===== src/rtl/hvac_pkg.sv =====
// Shared types and constants for the HVAC actuator sequencer.
// Holds the state and mode enums, the phase counter width and the default phase lengths.
package hvac_pkg;

  localparam int unsigned CNT_W = 8;

  localparam int unsigned DEF_FAN_PRE_TICKS  = 2;
  localparam int unsigned DEF_MIN_ON_TICKS   = 10;
  localparam int unsigned DEF_FAN_POST_TICKS = 5;
  localparam int unsigned DEF_MIN_OFF_TICKS  = 30;

  typedef enum logic [2:0] {
    StIdle    = 3'd0,
    StFanPre  = 3'd1,
    StHeat    = 3'd2,
    StCool    = 3'd3,
    StFanPost = 3'd4,
    StLockout = 3'd5
  } hvac_state_e;

  typedef enum logic {
    ModeHeat = 1'b0,
    ModeCool = 1'b1
  } hvac_mode_e;

  // Phase lengths wider than the counter are truncated to its width.
  function automatic logic [CNT_W-1:0] to_cnt(input int unsigned v);
    return v[CNT_W-1:0];
  endfunction

endpackage


===== src/rtl/hvac_phase_timer.sv =====
// Loadable down-counter for phase timing. It decrements only on tick and saturates at zero.
// A load takes priority over a tick that arrives in the same cycle.
module hvac_phase_timer
  import hvac_pkg::*;
(
  input  logic             clk,
  input  logic             reset,
  input  logic             load,
  input  logic [CNT_W-1:0] load_val,
  input  logic             tick,
  output logic             zero
);

  logic [CNT_W-1:0] cnt_q, cnt_d;

  always_comb begin
    cnt_d = cnt_q;
    if (load) begin
      cnt_d = load_val;
    end else if (tick && (cnt_q != '0)) begin
      cnt_d = cnt_q - CNT_W'(1);
    end
  end

  always_ff @(posedge clk or posedge reset) begin
    if (reset) begin
      cnt_q <= '0;
    end else begin
      cnt_q <= cnt_d;
    end
  end

  assign zero = (cnt_q == '0);

endmodule


===== src/rtl/hvac_actuator_sequencer.sv =====
// Sequences the heater, compressor and blower with a fan pre-run, a minimum run time,
// a fan overrun and a lockout. The outputs are decoded from registered state only.
module hvac_actuator_sequencer
  import hvac_pkg::*;
#(
  parameter int unsigned FAN_PRE_TICKS  = DEF_FAN_PRE_TICKS,
  parameter int unsigned MIN_ON_TICKS   = DEF_MIN_ON_TICKS,
  parameter int unsigned FAN_POST_TICKS = DEF_FAN_POST_TICKS,
  parameter int unsigned MIN_OFF_TICKS  = DEF_MIN_OFF_TICKS
) (
  input  logic       clk,
  input  logic       reset,
  input  logic       tick,
  input  logic       heat_req,
  input  logic       cool_req,
  input  logic       fan_req,
  output logic       heater_on,
  output logic       aircon_on,
  output logic       fan_on,
  output logic [2:0] state_o,
  output logic       conflict
);

  hvac_state_e      state_q, state_d;
  hvac_mode_e       mode_q, mode_d;
  logic             fan_req_q, conflict_q;
  logic             heat_v, cool_v, mode_dem;
  logic             tmr_load, tmr_zero;
  logic [CNT_W-1:0] tmr_load_val;

  // A simultaneous heat and cool request counts as no demand at all.
  assign heat_v   = heat_req & ~cool_req;
  assign cool_v   = cool_req & ~heat_req;
  assign mode_dem = (mode_q == ModeCool) ? cool_v : heat_v;

  hvac_phase_timer u_timer (
    .clk      (clk),
    .reset    (reset),
    .load     (tmr_load),
    .load_val (tmr_load_val),
    .tick     (tick),
    .zero     (tmr_zero)
  );

  always_comb begin
    state_d      = state_q;
    mode_d       = mode_q;
    tmr_load     = 1'b0;
    tmr_load_val = '0;
    unique case (state_q)
      StIdle: begin
        if (heat_v || cool_v) begin
          state_d      = StFanPre;
          mode_d       = heat_v ? ModeHeat : ModeCool;
          tmr_load     = 1'b1;
          tmr_load_val = to_cnt(FAN_PRE_TICKS);
        end
      end
      StFanPre: begin
        if (!mode_dem) begin
          state_d = StIdle;
        end else if (tmr_zero) begin
          state_d      = (mode_q == ModeCool) ? StCool : StHeat;
          tmr_load     = 1'b1;
          tmr_load_val = to_cnt(MIN_ON_TICKS);
        end
      end
      // Losing demand early does not end the run; the minimum run time always completes.
      StHeat, StCool: begin
        if (tmr_zero && !mode_dem) begin
          state_d      = StFanPost;
          tmr_load     = 1'b1;
          tmr_load_val = to_cnt(FAN_POST_TICKS);
        end
      end
      StFanPost: begin
        if (tmr_zero) begin
          state_d      = StLockout;
          tmr_load     = 1'b1;
          tmr_load_val = to_cnt(MIN_OFF_TICKS);
        end
      end
      StLockout: begin
        if (tmr_zero) begin
          state_d = StIdle;
        end
      end
      default: begin
        state_d = StIdle;
      end
    endcase
  end

  always_ff @(posedge clk or posedge reset) begin
    if (reset) begin
      state_q    <= StIdle;
      mode_q     <= ModeHeat;
      fan_req_q  <= 1'b0;
      conflict_q <= 1'b0;
    end else begin
      state_q    <= state_d;
      mode_q     <= mode_d;
      fan_req_q  <= fan_req;
      conflict_q <= heat_req & cool_req;
    end
  end

  always_comb begin
    heater_on = (state_q == StHeat);
    aircon_on = (state_q == StCool);
    fan_on    = (state_q == StFanPre) || (state_q == StHeat) || (state_q == StCool) ||
                (state_q == StFanPost) || ((state_q == StIdle) && fan_req_q);
    state_o   = state_q;
    conflict  = conflict_q;
  end

endmodule


===== config.mk =====
export PLATFORM = sky130hd
export DESIGN_NAME = hvac_actuator_sequencer
export DESIGN_NICKNAME = d
export VERILOG_FILES = /design/src/rtl/hvac_pkg.sv /design/src/rtl/hvac_phase_timer.sv /design/src/rtl/hvac_actuator_sequencer.sv
export SDC_FILE = /design/constraint.sdc
export NUM_CORES = 1
export LEC_CHECK = 0
export BUFFER_PORTS_ARGS = -buffer_cell sky130_fd_sc_hd__buf_2
export CAP_MARGIN = 30
export CORE_MARGIN = 8
export CORE_UTILIZATION = 45
export CTS_CLUSTER_SIZE = 30
export DETAILED_ROUTE_END_ITERATION = 7
export SLEW_MARGIN = 10
export SYNTH_ARGS = -nofsm -noshare
export SYNTH_HDL_FRONTEND = slang
export SYNTH_SLANG_ARGS = --single-unit

===== constraint.sdc =====
create_clock -name clk -period 2.5 [get_ports clk]
set_input_delay 0.375 -clock clk [delete_from_list [all_inputs] [get_ports clk]]
set_output_delay 0.375 -clock clk [all_outputs]
set_load 0.1 [all_outputs]

After elaboration in Yosys (flattened, before gate mapping). Cells that the tools add are included.

Mux-type cells: 23. Bitwise operators: 5. Eq/ne operators: 10. $add $sub $neg: 1. Reductions and logical operators: 16.

Operators by type and width (number): $mux W3 (7); $pmux W5 S4 (1); $mux W8 (2); $pmux W3 S5 (1); $logic_not A8 Y1 (1); $mux W4 (2); $ne A2 B2 Y1 const B (4); $reduce_bool A8 Y1 (1); $sub A8 B1 Y8 const B (1); $mux W1 (7); $eq A3 B2 Y1 const B (2); $eq A3 B3 Y1 const B (2); $logic_or A1 B1 Y1 (5); $mux W5 (1); $reduce_and A5 Y1 (1); $pmux W1 S4 (1); $and A1 B1 Y1 (3); $eq A3 B1 Y1 const B (1); $logic_and A1 B1 Y1 (3); $logic_not A3 Y1 (1); $ne A3 B3 Y1 const B (1); $mux W2 (1); $not A1 Y1 (2); $reduce_and A2 Y1 (1); other kinds (3) (3).

Output and inout bits: 7. Register bits: 14.

Longest topological paths before layout.
Word-level depth: 8. Gate-level depth with buffers: 8. Mapped depth without buffers: 7.

Cells and area by module. A second synthesis with hierarchy kept.

Cell total of the unflattened synthesis: 109. Area total of the unflattened synthesis: 967.2 um^2.

By module, submodules not included: hvac_phase_timer (instances 1, area each 495.5 um^2, cells an instance 53); hvac_actuator_sequencer (instances 1, area each 471.7 um^2, cells an instance 56).

Least setup slack after synthesis. No wires, ideal clock.

Kind: register to output. Start: register state_q[2] (netlist: state_o[2]). End: output fan_on. Setup slack: -0.765 ns. Required time: 2.125 ns. Buffers on the path: 1. Arrival: 2.890 ns. Stages on the path, launching flop included: 4. Path through: dfrtp_1 > clkbuf_1 > nor2_1 > mux2i_1.

Longest elaborated chain between the ends: 5.

Ends and longest elaborated chain: from (decl) (line hvac_actuator_sequencer.sv:24) `hvac_state_e state_q, state_d;`; from (signal assigned) (line hvac_actuator_sequencer.sv:96) `state_q <= StIdle;`; from (signal assigned) (line hvac_actuator_sequencer.sv:101) `state_q <= state_d;`; $eq A3 B1 Y1 / $eq A3 B2 Y1 (equally long branches) (line hvac_actuator_sequencer.sv:111) `fan_on = (state_q == StFanPre) || (state_q == StHeat) || (state_q == StCool) ||`; $logic_or A1 B1 Y1 (3 in series) (line hvac_actuator_sequencer.sv:111); $logic_or A1 B1 Y1 (*) (line hvac_actuator_sequencer.sv:112) `(state_q == StFanPost) || ((state_q == StIdle) && fan_req_q);`; to (decl) (line hvac_actuator_sequencer.sv:19) `output logic fan_on,`.

Mark *: on every way between the ends. The rest lies on a longest branch, timed or not.

Worst setup path after layout.
Start: register u_timer.cnt_q[0]. End: register u_timer.cnt_q[1].

Longest elaborated chain between the ends: 5.

Ends and longest elaborated chain: from (decl) (line hvac_phase_timer.sv:14) `logic [CNT_W-1:0] cnt_q, cnt_d;`; from (signal assigned) (line hvac_phase_timer.sv:29) `cnt_q <= cnt_d;`; branches (longest 5 deep; another with $sub A8 B1 Y8).

Several ways; the timed one is not identified. The select of a mux whose other input is x is not followed. A chain may end at the register's enable or synchronous reset.

==> reports/qor.csv <==
metric;value;unit
status;finished clean;
Synth area leaders;dfrtp_1, ha_1, a21oi_1;
RSZ-0062 raised after global routing;false;
sequential share of the synthesized area;37.3;%
cell area after layout;1070;µm²
CTS sink cnt;14;
CP Class;reg -> reg;
endpoint type of the worst setup path;register;
total CTS buffers;3;
nets@finish;132;
area post-placement;1030;µm²
final period utilization;85.4;%
Yosys top cell area share;37.3;%
CP peak stage delay;450;ps
layout cells sized above 1;22.9;%
First DRT Iteration DRCs;18;
crit-path leading delay family;simple AND/OR/NAND/NOR gates;
Fin. Hold Viols;0;
post-placement cell count;141;
setup bufs post-CTS;0;
die area;3810;µm²
clock slew at reported path FFs;90;ps
ys flop type;dfrtp_1;
worst skew pair latency;280;ps
# setup viols final;0;
Slew HR;63.1;%
# diodes;0;
cell area after synthesis;940;µm²
Max Fanout on Critical Path;14;
Reg area;350;µm²
max cap viols;0;
Residual DRC;0;
Peak VDD IR;0.000611;V
Die Y;61.7;µm
CTS tree;yes;
Hold WS;109;ps
fmax;468;MHz
P_leak;0.501;nW
CTS max path bufs;2;
Hold Buf Count CTS;0;
Core Area;1960;µm²
drt pass-1 iters;4;
WL/cell;13.1;µm
fraction of registers with async set/reset;100;%
Initial Util;47.9;%
count leader, synth;dfrtp_1;
total grt overflow;0;
min cycle time layout;2140;ps
PwrDens;1160;nW/µm²
# IOs;13;
worst-path cell chain;inv_1 -> ha_1 -> nor4b_4 -> nand2_2 -> or3_4 -> a311oi_1 -> o21ai_1;
Final Worst Setup Slack;365;ps
# fillers;188;
Post-synth EDFFs;0;
CP startpoint kind;register;
maximum number of pins on one net before global-route repair;16;
DP Worst Slack;382;ps
number of buffers and inverters on the critical path;1;
via count;778;
HP Class;in -> async;
Port Buffer Count;12;
Req. time, crit path;2670;ps
Synth Warn #;0;
cell taking the most area after synthesis;dfrtp_1;
die width;61.7;µm
fin cells;145;
H-tree depth;1;
Post-Syn Instances;105;
Mean Syn Cell Area;8.95;µm²
row cnt;16;
vias in the first global route;743;
Slowest-stage cell, CP;or3_4;
Worst EP arrival;2300;ps
PostCTS Resize Cnt;0;
first-pass GRT wire length;3.33;mm
initial antenna violation count;0;
Commonest cells post-synth;dfrtp_1, nor2_1, a21oi_1, ha_1, nand2_1;
Pwr Total;1.24;mW
Final ANT Viol Nets;0;
clock skew;9.83;ps
final core utilization;54.4;%
max-slew violation count;0;
GRT Total Usage;11.6;%
Final GP Congestion;0.832;
Post-Route WL;1.90;mm
multi-input logic area;557;µm²
Worst Tran Pin Value;550;ps
post-synth net total;118;
Post-DP HPWL;1.45;mm
CTS root buffer;clkbuf_4;
Area Growth Syn to Fin;13.6;%
register bit total from synthesis;14;
vias per inst;5.37;
Distinct cells, synth;35;
Sum Neg Setup Slack;0;ps
[sequential cells by signal (all words and copies together), names as in the netlist]
| register | cells |
|---|---|
| conflict | 1 |
| u_timer.cnt_q | 8 |
| mode_q | 1 |
| state_o | 3 |
| fan_req_q | 1 |
[cell type report]
cell class | count | share of cell area [%]
Multi-Input combinational cell | 81 | 52.2
Clock buffer | 4 | 3.40
Sequential cell | 14 | 32.8
Timing Repair Buffer | 13 | 6.33
Inverter | 6 | 2.11
Tap cell | 27 | 3.17
[power by group]
part / total, mW / switching, mW / internal [mW]
Sequential: 0.438 / 0.128 / 0.310
Combinational: 0.643 / 0.424 / 0.219
Clock: 0.160 / 0.0716 / 0.0886
[layout by cell type, fill, tap and decap left out, drive strengths merged]
| master | count |
|---|---|
| dfrtp | 14 |
| or3b | 1 |
| mux2 | 2 |
| ha | 7 |
| a21oi | 11 |
| o31ai | 2 |
| and3b | 1 |
| o21ai | 4 |
| nand3 | 1 |
| mux2i | 1 |
| o32a | 1 |
| inv | 6 |
| nand4b | 1 |
| nand2b | 2 |
| a21o | 1 |
| o22a | 1 |
| buf | 13 |
| nor3 | 4 |
| nand2 | 8 |
| o22ai | 2 |
| or2 | 1 |
| and3 | 3 |
| xor2 | 1 |
| xnor2 | 3 |
| clkbuf | 4 |
| nor4b | 1 |
| nor4 | 2 |
| or3 | 4 |
| nor2 | 13 |
| a311oi | 1 |
| a211oi | 2 |
[logic make-up after synthesis]
group / Yosys count / share of synthesized area (%)
compound gates: 25 / 16.2
flops: 14 / 37.3
buf+inv: 10 / 4.13
xor+xnor: 4 / 3.73
fa+ha+maj: 7 / 9.32
simple gates: 42 / 25.8
mux: 3 / 3.46
[metal layers]
metal | up-vias | track usage [%] | routed length [µm]
met5 | - | 0 | 0
met4 | 0 | 2.27 | 13
met3 | 2 | 4.73 | 112
met2 | 17 | 17.7 | 820
met1 | 362 | 14.9 | 957
li1 | 397 | - | -
[final timing paths]
kind                                         startpoint                           end  slack, ps  cells past startpoint
max                        u_timer.cnt_q[0]$_DFFE_PP0P_  u_timer.cnt_q[1]$_DFFE_PP0P_        360                      7
min                                               reset            conflict$_DFF_PP0_        110                      2
max reg2reg                u_timer.cnt_q[0]$_DFFE_PP0P_  u_timer.cnt_q[1]$_DFFE_PP0P_        360                      7
min reg2reg                u_timer.cnt_q[1]$_DFFE_PP0P_  u_timer.cnt_q[1]$_DFFE_PP0P_        580                      2
max in group asynchronous                         reset        state_o[0]$_DFFE_PP0P_       2030                      2
min in group clk                                fan_req           fan_req_q$_DFF_PP0_        200                      1
No activity file was read; power rests on OpenSTA's default activity.
